**src/rtl/muldiv_unit_if.sv**
```systemverilog
// Request/response bundle between the core and the iterative RV32M multiply/divide unit.
// The core drives the request side (master); the unit drives status and result (slave).
interface muldiv_unit_if #(
   parameter int unsigned XLEN = 32
) ();

   logic            start;
   logic            kill;
   logic [2:0]      op;
   logic [XLEN-1:0] a;
   logic [XLEN-1:0] b;
   logic            busy;
   logic            done;
   logic [XLEN-1:0] result;

   modport master (
      output start, kill, op, a, b,
      input  busy, done, result
   );

   modport slave (
      input  start, kill, op, a, b,
      output busy, done, result
   );

endinterface

```
**src/rtl/muldiv_unit.sv**
```systemverilog
// Iterative RV32M unit: radix-2 shift-add multiplier and restoring divider sharing one
// accumulator pair; operands are converted to magnitudes on accept and sign-fixed at the end.
module muldiv_unit #(
   parameter int unsigned XLEN = 32
) (
   input logic          clk,
   input logic          rst,
   muldiv_unit_if.slave bus
);

   localparam int unsigned CntW = $clog2(XLEN);

   localparam logic [2:0] OpMul    = 3'd0;
   localparam logic [2:0] OpMulh   = 3'd1;
   localparam logic [2:0] OpMulhsu = 3'd2;
   localparam logic [2:0] OpMulhu  = 3'd3;
   localparam logic [2:0] OpDiv    = 3'd4;
   localparam logic [2:0] OpDivu   = 3'd5;
   localparam logic [2:0] OpRem    = 3'd6;
   localparam logic [2:0] OpRemu   = 3'd7;

   typedef enum logic [1:0] {StIdle, StCalc, StFix, StDone} state_e;

   state_e            state_q, state_d;
   logic [CntW-1:0]   cnt_q, cnt_d;
   logic [2:0]        op_q, op_d;
   logic [XLEN-1:0]   acc_hi_q, acc_hi_d;
   logic [XLEN-1:0]   acc_lo_q, acc_lo_d;
   logic [XLEN-1:0]   mcand_q, mcand_d;
   logic              neg_a_q, neg_a_d;
   logic              neg_b_q, neg_b_d;
   logic [XLEN-1:0]   result_q, result_d;

   // Accept-time operand decode
   logic              sgn_a, sgn_b, neg_a, neg_b;
   logic [XLEN-1:0]   mag_a, mag_b;
   logic              div_zero, div_ovf, special;
   logic [XLEN-1:0]   special_res;

   assign sgn_a = (bus.op == OpMulh) || (bus.op == OpMulhsu) ||
                  (bus.op == OpDiv)  || (bus.op == OpRem);
   assign sgn_b = (bus.op == OpMulh) || (bus.op == OpDiv) || (bus.op == OpRem);
   assign neg_a = sgn_a & bus.a[XLEN-1];
   assign neg_b = sgn_b & bus.b[XLEN-1];
   assign mag_a = neg_a ? -bus.a : bus.a;
   assign mag_b = neg_b ? -bus.b : bus.b;

   assign div_zero = bus.op[2] && (bus.b == '0);
   assign div_ovf  = ((bus.op == OpDiv) || (bus.op == OpRem)) &&
                     (bus.a == {1'b1, {(XLEN-1){1'b0}}}) && (bus.b == {XLEN{1'b1}});
   assign special  = div_zero || div_ovf;

   // op[1] separates REM/REMU from DIV/DIVU
   always_comb begin
      special_res = '0;
      if (div_zero) begin
         special_res = bus.op[1] ? bus.a : {XLEN{1'b1}};
      end else if (div_ovf) begin
         special_res = bus.op[1] ? '0 : bus.a;
      end
   end

   // Multiply step: conditionally add multiplicand to the upper half, then shift right
   logic [XLEN:0]     mul_sum;
   logic [2*XLEN:0]   mul_shift;

   assign mul_sum   = {1'b0, acc_hi_q} + {1'b0, (acc_lo_q[0] ? mcand_q : {XLEN{1'b0}})};
   assign mul_shift = {mul_sum, acc_lo_q};

   // Divide step: shift next dividend bit into the remainder and trial-subtract
   logic [XLEN:0]     rem_shift;
   logic [XLEN:0]     rem_diff;

   assign rem_shift = {acc_hi_q, acc_lo_q[XLEN-1]};
   assign rem_diff  = rem_shift - {1'b0, mcand_q};

   // Final sign fix-up
   logic [2*XLEN-1:0] prod_fix;
   logic [XLEN-1:0]   quo_fix, rem_fix;
   logic [XLEN-1:0]   fix_res;

   assign prod_fix = (neg_a_q ^ neg_b_q) ? -{acc_hi_q, acc_lo_q} : {acc_hi_q, acc_lo_q};
   assign quo_fix  = (neg_a_q ^ neg_b_q) ? -acc_lo_q : acc_lo_q;
   assign rem_fix  = neg_a_q ? -acc_hi_q : acc_hi_q;

   always_comb begin
      fix_res = '0;
      unique case (op_q)
         OpMul:                     fix_res = prod_fix[XLEN-1:0];
         OpMulh, OpMulhsu, OpMulhu: fix_res = prod_fix[2*XLEN-1:XLEN];
         OpDiv, OpDivu:             fix_res = quo_fix;
         OpRem, OpRemu:             fix_res = rem_fix;
         default:                   fix_res = '0;
      endcase
   end

   always_comb begin
      state_d  = state_q;
      cnt_d    = cnt_q;
      op_d     = op_q;
      acc_hi_d = acc_hi_q;
      acc_lo_d = acc_lo_q;
      mcand_d  = mcand_q;
      neg_a_d  = neg_a_q;
      neg_b_d  = neg_b_q;
      result_d = result_q;

      unique case (state_q)
         StIdle: begin
            if (bus.start) begin
               op_d     = bus.op;
               neg_a_d  = neg_a;
               neg_b_d  = neg_b;
               acc_hi_d = '0;
               // Multiplier/dividend goes in the low half, the other operand stays fixed
               acc_lo_d = bus.op[2] ? mag_a : mag_b;
               mcand_d  = bus.op[2] ? mag_b : mag_a;
               if (special) begin
                  result_d = special_res;
                  state_d  = StDone;
               end else begin
                  cnt_d   = CntW'(XLEN - 1);
                  state_d = StCalc;
               end
            end
         end
         StCalc: begin
            if (op_q[2]) begin
               if (!rem_diff[XLEN]) begin
                  acc_hi_d = rem_diff[XLEN-1:0];
                  acc_lo_d = {acc_lo_q[XLEN-2:0], 1'b1};
               end else begin
                  acc_hi_d = rem_shift[XLEN-1:0];
                  acc_lo_d = {acc_lo_q[XLEN-2:0], 1'b0};
               end
            end else begin
               acc_hi_d = mul_shift[2*XLEN:XLEN+1];
               acc_lo_d = mul_shift[XLEN:1];
            end
            if (cnt_q == '0) begin
               state_d = StFix;
            end else begin
               cnt_d = cnt_q - 1'b1;
            end
         end
         StFix: begin
            result_d = fix_res;
            state_d  = StDone;
         end
         StDone: begin
            state_d = StIdle;
         end
         default: state_d = StIdle;
      endcase

      if (bus.kill) begin
         state_d  = StIdle;
         result_d = result_q;
      end
   end

   always_ff @(posedge clk or posedge rst) begin
      if (rst) begin
         state_q  <= StIdle;
         cnt_q    <= '0;
         op_q     <= '0;
         acc_hi_q <= '0;
         acc_lo_q <= '0;
         mcand_q  <= '0;
         neg_a_q  <= 1'b0;
         neg_b_q  <= 1'b0;
         result_q <= '0;
      end else begin
         state_q  <= state_d;
         cnt_q    <= cnt_d;
         op_q     <= op_d;
         acc_hi_q <= acc_hi_d;
         acc_lo_q <= acc_lo_d;
         mcand_q  <= mcand_d;
         neg_a_q  <= neg_a_d;
         neg_b_q  <= neg_b_d;
         result_q <= result_d;
      end
   end

   assign bus.busy   = (state_q != StIdle);
   assign bus.done   = (state_q == StDone);
   assign bus.result = result_q;

endmodule

```
**src/flat_wrapper.sv**
```systemverilog
// flat-port wrapper written by rule: the top's interface ports become plain ports
module muldiv_unit_flat 
#(
   parameter int unsigned XLEN = 32
)
  (clk, rst, bus_start, bus_kill, bus_op, bus_a, bus_b, bus_busy, bus_done, bus_result);
  muldiv_unit_if #(.XLEN(XLEN)) bus_i ();
  input logic clk;
  input logic rst;
  input wire logic [$bits(bus_i.start)-1:0] bus_start;
  input wire logic [$bits(bus_i.kill)-1:0] bus_kill;
  input wire logic [$bits(bus_i.op)-1:0] bus_op;
  input wire logic [$bits(bus_i.a)-1:0] bus_a;
  input wire logic [$bits(bus_i.b)-1:0] bus_b;
  output wire logic [$bits(bus_i.busy)-1:0] bus_busy;
  output wire logic [$bits(bus_i.done)-1:0] bus_done;
  output wire logic [$bits(bus_i.result)-1:0] bus_result;
  assign bus_i.start = bus_start;
  assign bus_i.kill = bus_kill;
  assign bus_i.op = bus_op;
  assign bus_i.a = bus_a;
  assign bus_i.b = bus_b;
  assign bus_busy = bus_i.busy;
  assign bus_done = bus_i.done;
  assign bus_result = bus_i.result;
  muldiv_unit #(.XLEN(XLEN)) u_core (.clk(clk), .rst(rst), .bus(bus_i));
endmodule
```
**config.mk**
```make
export PLATFORM = sky130hd
export DESIGN_NAME = muldiv_unit_flat
export DESIGN_NICKNAME = d
export VERILOG_FILES = /design/src/rtl/muldiv_unit_if.sv /design/src/rtl/muldiv_unit.sv /design/src/flat_wrapper.sv
export SDC_FILE = /design/constraint.sdc
export NUM_CORES = 1
export LEC_CHECK = 0
export BUFFER_PORTS_ARGS = -buffer_cell sky130_fd_sc_hd__buf_2
export CAP_MARGIN = 20
export CORE_UTILIZATION = 40
export CTS_CLUSTER_SIZE = 8
export DETAILED_ROUTE_END_ITERATION = 16
export HOLD_SLACK_MARGIN = 0.15
export SLEW_MARGIN = 20
export SYNTH_ARGS = -nofsm -noshare
export SYNTH_HDL_FRONTEND = slang
export SYNTH_SLANG_ARGS = --single-unit
```
**constraint.sdc**
```tcl
create_clock -name clk -period 4.1 [get_ports clk]
set_clock_uncertainty 0.15 [all_clocks]
set_input_delay 0.615 -clock clk [delete_from_list [all_inputs] [get_ports clk]]
set_output_delay 0.615 -clock clk [all_outputs]
set_load 0.1 [all_outputs]
```
* Yosys cells after proc, flatten, opt, wreduce, memory -nomap -nowiden
Index checks and enable logic that the tools add are counted.
** Storage, ports and cells
- Bits in registers :: 140
** Cells by class
- $add $sub $neg :: 8
- Eq/ne operators :: 22
- Multiplexer cells :: 33
- Bitwise logic cells :: 4
- Reduce and logical (&&, ||, !) cells :: 25
** Operator list (number)
- $mux 32 :: 18
- $pmux 32 s2 :: 3
- $neg 32->32 :: 4
- $pmux 32 s4 :: 1
- $eq 32x32->1 const B :: 2
- $mux 64 :: 1
- $neg 64->64 :: 1
- $add 32x32->33 :: 1
- $sub 33x32->33 :: 1
- $logic_not 32->1 :: 1
- $eq 3x3->1 const B :: 6
- $mux 5 :: 3
- $pmux 5 s2 :: 1
- $eq 3x2->1 const B :: 3
- $mux 2 :: 4
- $pmux 2 s4 :: 1
- $reduce_and 4->1 :: 2
- $logic_or 1x1->1 :: 7
- $eq 3x1->1 const B :: 2
- $ne 2x2->1 const B :: 3
- $reduce_and 2->1 :: 3
- $reduce_bool 2->1 :: 3
- $logic_not 5->1 :: 1
- $sub 5x1->5 const B :: 1
- 14 further kinds :: 19

* Longest topological paths before layout
Gate-level depths: netlist of run 1.
- Depth in word-level cells :: 9
- Depth in mapped cells :: 15

* Worst setup path after synthesis of run 1
OpenSTA, ideal clock, no wires.
- Path type :: flip-flop to flip-flop
- From :: register u_core.acc_lo_q[31]
- To :: register u_core.acc_hi_q[0]
- Library setup time :: 145 ps
- Arrival time :: 3251 ps
- Required time :: 3805 ps
- Setup slack :: 554 ps
- Cell stages (with the launch flop) :: 15
- Clock period less this slack :: 3546 ps
- Path through :: dfrtp_1 -> inv_1 -> ha_1 -> fa_1 -> nand2b_1 -> a21o_1 -> a2111o_1 -> a311oi_1 -> o21ai_1 -> a311oi_2 -> buf_4 -> buf_2 -> nand2_1 -> o211ai_1 -> o221ai_1
** On the way
- Longest elaborated chain between the ends :: 4
** Ends and longest elaborated chain
- start: declaration :: RTL line muldiv_unit.sv:28 : logic [XLEN-1:0] acc_lo_q, acc_lo_d;
- start signal: assignment :: RTL line muldiv_unit.sv:178 : acc_lo_q <= acc_lo_d;
- $sub 33x32->33 :: RTL line muldiv_unit.sv:75 : assign rem_diff = rem_shift - {1'b0, mcand_q};
- $mux 32 (*) :: RTL line muldiv_unit.sv:129 : if (!rem_diff[XLEN]) begin
- $mux 32 (*) :: RTL line muldiv_unit.sv:128 : if (op_q[2]) begin
- $pmux 32 s2 (*) :: RTL line muldiv_unit.sv:108 : unique case (state_q)
- end signal: assignment :: RTL line muldiv_unit.sv:177 : acc_hi_q <= acc_hi_d;
- end: declaration :: RTL line muldiv_unit.sv:27 : logic [XLEN-1:0] acc_hi_q, acc_hi_d;
Every way passes the cells marked *; elsewhere a longest branch is shown, timed or not.
A chain may end at the register's enable or synchronous reset.

* Worst setup path after layout of run 1
- From :: register u_core.acc_lo_q[0]
- To :: register u_core.acc_hi_q[30]
** On the way
- Longest elaborated chain between the ends :: 4
** Ends and longest elaborated chain
- $mux 32 :: RTL line muldiv_unit.sv:67 : assign mul_sum = {1'b0, acc_hi_q} + {1'b0, (acc_lo_q[0] ? mcand_q : {XLEN{1'b0}})};
- $add 32x32->33 :: RTL line muldiv_unit.sv:67
- $mux 32 :: RTL line muldiv_unit.sv:128
- $pmux 32 s2 :: RTL line muldiv_unit.sv:108
Every way passes these cells.

==> results.yml, run 1 <==
status:
  status: "finished, final reports clean"
synthesis:
  synth_cells: 2060
  avgSynthCellArea_sq_um: 7.38
  synth-edff-count: 0
  synth_top_area_share_pct: 23.0
  synth_nets: 2208
  syn_area_sq_um: 15200
  seq_area_frac_synth_pct: 23.0
  async_reset_ff_share_pct: 100
  synth-warning-count: 0
  synthFlopType: "dfrtp_1"
  ys_types: 81
  yosys-top-cells-area: "dfrtp_1 (23%), a21oi_1 (6.6%), ha_1 (6.2%)"
  synth_top_area_cell: "dfrtp_1"
  synth-seq-cells: 140
route:
  vias: 16300
  drt-pass1-iter-count: 6
  wl_mm: 59.9
  drcViolationCount: 0
  routed_via_density: 6.18
  wl_per_cell_microns: 22.7
  ant_nets: 0
  drt_iter0_drc: 1935
clock_tree:
  cts-root-buf: "clkbuf_16"
  cts_tree: "built"
  clk_path_buf_depth: 2
  clk_pin_slew_ps: 70
  clk_latency_ps: 450
  cts_htree_levels: 4
  cts_inserted_buffers: 17
  cts_sinks: 140
timing:
  finalCritPeriodShare_pct: 94.7
  tightest_slew_ps: 897
  clock.fmax_ghz: 0.258
  hold_viol_final: 0
  period_needed_ps: 3880
  maxSlewViolCount: 0
  setup_viol: 0
  relSlewSlack_pct: 39.9
  rsz0062_at_grt: "false"
  fin_setup_tns_ps: 0
final_layout:
  final_core_util_pct: 45.6
  fillers: 3797
  diodes: 0
  area_delta_synth_final_pct: 12.8
  nets: 2265
  drive_above_1_share_pct: 13.2
grt:
  track_usage_pct: 30.5
  grt_pass1_vias: 14800
  antenna_found_initial: 1
  grt_pass1_wl_mm: 89.5
  grt-ovfl-total: 0
  grt_max_degree: 98
floorplan:
  fp.dieArea_sq_um: 38800
  die_h_microns: 197
  ioPinCount: 105
  core_sq_um: 37600
  rows: 71
  initial_utilization_pct: 40.5
  die_w_microns: 197
job:
  maxCapViolCount: 0
place:
  gp_congestion: 0.973
  portBuffers: 104
  dp_hpwl_mm: 46.6
power_and_ir_drop:
  leakagePower_nw: 7.22
  peakVddDrop_mv: 0.380
  power_density_nw_per_um2: 903
worst_setup_path:
  r2r_slack_ps: 220
  worstSetupEndpointType: "flop"
  cp-start-kind: "flop"
  crit_fanout: 12
  required_ps: 4260
  crit_type: "flop to flop"
  crit_arrival_ps: 4040
hold_path:
  min_path_type: "primary input to flop"
registers in the layout (all words and copies together), names as in the netlist:
signal,count
u_core.acc_hi_q,32
u_core.acc_lo_q,32
u_core.bus.result,32
u_core.cnt_q,5
u_core.mcand_q,32
u_core.neg_a_q,1
u_core.neg_b_q,1
u_core.op_q,3
u_core.state_q,2
metal layers:
metal | track usage [%] | vias up | wire, microns
li1 | - | 7572 | -
met1 | 43.1 | 7845 | 26500
met2 | 45.6 | 772 | 26000
met3 | 4.91 | 130 | 4960
met4 | 12.9 | 0 | 2470
met5 | 0 | - | 0
cell families after synthesis:
logic type / share of synthesized area [%]
AOI/OAI and AO/OA: 28.1
and+or+nand+nor: 21.1
buffers and inverters: 5.81
xor gates and xnor gates: 11.2
DFF: 23.0
adders and majority gates: 6.43
muxes: 4.33
repair_timing:
| action | in CTS | in global routing |
|---|---|---|
| hold buffers | 1 | 0 |
| setup endpoints to repair | 0 | 5 |
| hold endpoints to repair | 13 | 0 |
| gates resized for setup | 0 | 3 |
| buffers inserted | 0 | 4 |
worst paths after layout:
check / startpoint / to / cells after the start
setup reg to reg: u_core.acc_lo_q[0] / u_core.acc_hi_q[30] / 13
hold / removal: bus_kill / u_core.state_q[1] / 2
setup / recovery: u_core.acc_lo_q[0] / u_core.acc_hi_q[30] / 13
hold reg to reg: u_core.bus.result[13] / u_core.bus.result[13] / 2
min in group asynchronous: rst / u_core.acc_lo_q[1] / 3
max in group asynchronous: rst / u_core.bus.result[31] / 4
where the power goes:
part | leakage [nW] | total, mW | switching, mW | internal [mW]
logic | 5.15 | 11.0 | 7.26 | 3.77
registers | 1.76 | 2.68 | 0.740 | 1.94
clock network | 0.316 | 1.79 | 0.661 | 1.13
total | 7.22 | 15.5 | 8.66 | 6.83
worst max-delay path: stages, from the launching register on:
cell	delay [ps]
dfrtp_1	420
clkinvlp_4	260
buf_4	230
nor2_1	90
ha_1	280
a21oi_1	220
or3b_2	480
o22a_1	210
o31a_1	150
a211o_1	400
a31o_2	270
o21a_1	190
o211ai_1	260
o211ai_1	150
metrics by stage:
stage          instances  instance area [sq um]  worst slack [ps]  total power [mW]  hold WS, ps
4_1_cts             2636                  17100               133              15.2          274
6_report            2640                  17200               218              15.5          281
2_1_floorplan       2060                  15200               554              10.2          300
3_3_place_gp        2604                  16400               249              13.2          304
3_5_place_dp        2604                  16400               183              13.3          305
5_1_grt             2640                  17200              14.0              16.4          281
area by class of cell:
type | count | area [sq um] | area share, %
clock inverter | 10 | 188 | 1.09
timing repair buffer | 185 | 1180 | 6.89
clock buffer | 21 | 470 | 2.74
sequential | 140 | 3500 | 20.4
tap | 511 | 639 | 3.73
inverter | 75 | 289 | 1.69
multi-input combinational | 1698 | 10900 | 63.4
Yosys cell counts (16+ instances only):
cell / number
a211oi_1: 23
a21o_1: 27
a21oi_1: 200
a22oi_1: 18
a31oi_1: 28
clkbuf_1: 127
dfrtp_1: 140
ha_1: 75
inv_1: 75
mux2_2: 23
mux2i_1: 40
nand2_1: 189
nand2b_1: 21
nand3_1: 39
nand4_1: 20
nor2_1: 247
nor3_1: 48
nor4_1: 21
o211ai_1: 18
o21ai_0: 171
o21ai_1: 19
o21bai_1: 16
o221ai_1: 24
o22ai_1: 18
o31ai_1: 32
o41ai_1: 16
xnor2_1: 106
xor2_1: 88
placed cells by master, fill, tap and decap left out, types with 48 or more instances in the layout:
cell / count
nand2_1: 188
nor3_1: 48
o21ai_0: 170
dfrtp_1: 139
a21oi_1: 200
ha_1: 74
xor2_1: 87
xnor2_1: 105
buf_4: 76
buf_2: 104
inv_1: 73
nor2_1: 247
(Power assumes the default switching activity.)
==> run 2: changes to the inputs <==
Settings changed: REMOVE_ABC_BUFFERS set to 1.
==> results.yml, run 2 (synthesis gave the netlist of run 1 again) <==
clock_tree:
  clk_path_buf_depth: 2
  cts_htree_levels: 4
  clk_latency_ps: 470
  cts-root-buf: "clkbuf_16"
  post-cts-setup-buffers: 0
  clk_pin_slew_ps: 60
  cts_sinks: 140
  cts_tree: "built"
  cts_inserted_buffers: 17
power_and_ir_drop:
  p_switching_mw: 8.31
  leakagePower_nw: 7.20
  seq_power_share_pct: 18.4
  power_density_nw_per_um2: 875
  p_sw_share_pct: 55.6
  pwr-share-comb_pct: 70.9
  power_frac_clock_pct: 10.7
  p_int_mw: 6.62
  peakVddDrop_mv: 0.362
final_layout:
  final_core_util_pct: 45.4
  mostFrequentLayoutCell: "nor2_1"
  nets: 2265
  mostFrequentLayoutCells: "nor2_1 (247), a21oi_1 (200), nand2_1 (188)"
  diodes: 0
  area_delta_synth_final_pct: 12.2
  drive_above_1_share_pct: 13.1
  fin_cells: 2639
timing:
  period_needed_ps: 3830
  tightest_slew_ps: 1110
  relSlewSlack_pct: 25.7
  finalCritPeriodShare_pct: 93.4
  setup_viol: 0
  clock.fmax_ghz: 0.261
  rsz0062_at_grt: "false"
  maxSlewViolCount: 0
  hold_viol_final: 0
floorplan:
  die_w_microns: 197
  die_h_microns: 197
  initial_utilization_pct: 40.5
  core_sq_um: 37600
  fp.dieArea_sq_um: 38800
  rows: 71
  ioPinCount: 105
worst_setup_path:
  crit_type: "flop to flop"
  r2r_slack_ps: 270
  crit_arrival_ps: 4020
  cp-start-kind: "flop"
  required_ps: 4290
  cpMostUsedCell: "o21ai_0"
  crit_fanout: 32
  worstSetupEndpointType: "flop"
  critPathSlowestCell: "or3b_2"
  slowest_delay_ps: 480
  path_cells: "inv_1, buf_12, nor2_1, ha_1, a21oi_1, or3b_2, o22a_1, o31a_1, a211o_1, a21boi_0, buf_4, o21ai_0, xnor2_1, o21ai_0"
grt:
  grt_pass1_wl_mm: 87.1
  grt_max_degree: 98
  grt-ovfl-total: 0
  track_usage_pct: 29.3
  grt_pass1_vias: 15100
  antenna_found_initial: 1
route:
  drt_iter0_drc: 1261
  drcViolationCount: 0
  ant_nets: 0
  wl_per_cell_microns: 21.3
  vias: 16000
  wl_mm: 56.3
  routed_via_density: 6.05
  drt-pass1-iter-count: 5
place:
  gp_congestion: 0.984
  placed_cells: 2609
  portBuffers: 104
  dp_hpwl_mm: 43.7
status:
  status: "finished, final reports clean"
hold_path:
  min_path_type: "primary input to asynchronous set/reset pin"
job:
  maxCapViolCount: 0
[run 2: changes by cell type in the layout (fill, tap and decap cells not counted), sizes merged]
cell,previous run,this run
dlygate4sd3,1,0
bufinv,5,2
inv,74,75
clkinv,2,3
buf,184,185
clkinvlp,4,2
clkbuf,21,23
[run 2: layer usage]
metal  global-route usage [%]  up-vias  wire length (microns)
li1                         -     7562                      -
met1                     40.7     7656                  25500
met2                     45.3      637                  25200
met3                     4.35      108                   3700
met4                     11.7        0                   1970
met5                        0        -                      0
[run 2: path summary, 6_finish.rpt]
path	depth (start not counted)	start	end
setup / recovery	14	u_core.acc_lo_q[0]	u_core.acc_hi_q[28]
hold / removal	2	rst	u_core.bus.result[1]
setup reg to reg	14	u_core.acc_lo_q[0]	u_core.acc_hi_q[28]
hold reg to reg	2	u_core.bus.result[11]	u_core.bus.result[11]
max in group asynchronous	3	rst	u_core.acc_hi_q[29]
min in group clk	2	bus_kill	u_core.state_q[1]
[run 2: stage by stage]
| stage | cell area (sq um) | total power, mW | worst slack, ps | setup TNS (ps) | hold WS [ps] |
|---|---|---|---|---|---|
| final | 17100 | 14.9 | 272 | 0 | 161 |
| after global routing | 17100 | 16.0 | 42.1 | 0 | 226 |
| after CTS | 17100 | 14.7 | 135 | 0 | 178 |
| after detailed placement | 16500 | 13.1 | 183 | 0 | 316 |
| after global placement | 16500 | 13.0 | 309 | 0 | 308 |
| after floorplan | 14600 | 9.93 | -1710 | -123050 | 300 |
[run 2: worst max-delay path, delay by kind of cell (launching register included)]
kind	cells	cell delay, ps
adder cells (fa/ha/maj)	1	330
XOR/XNOR	1	240
AND/OR/NAND/NOR	2	550
buffers and inverters	3	500
flip-flops	1	410
AO/OA/AOI/OAI	7	1510
[run 2: power groups by stage]
stage / Sequential [mW] / Clock, mW / Combinational (mW)
5_1_grt: 2.80 / 1.67 / 11.5
2_1_floorplan: 3.36 / 0 / 6.58
3_5_place_dp: 2.73 / 0 / 10.4
3_3_place_gp: 2.71 / 0 / 10.3
4_1_cts: 2.71 / 1.62 / 10.4
6_report: 2.75 / 1.60 / 10.6
[run 2: cell type report]
type                            instances  area [sq um]
Multi-Input combinational cell       1698         10900
Sequential cell                       140          3500
Fill cell                            3843         20500
Tap cell                              511           639
Clock buffer                           23           488
Inverter                               75           287
Clock inverter                          7          90.1
Timing Repair Buffer                  185          1180
[run 2: what timing repair did]
item,in CTS,in global routing
hold endpoints to repair,0,0
resized for setup,0,1
hold buffers,0,0
setup endpoints to repair,0,16
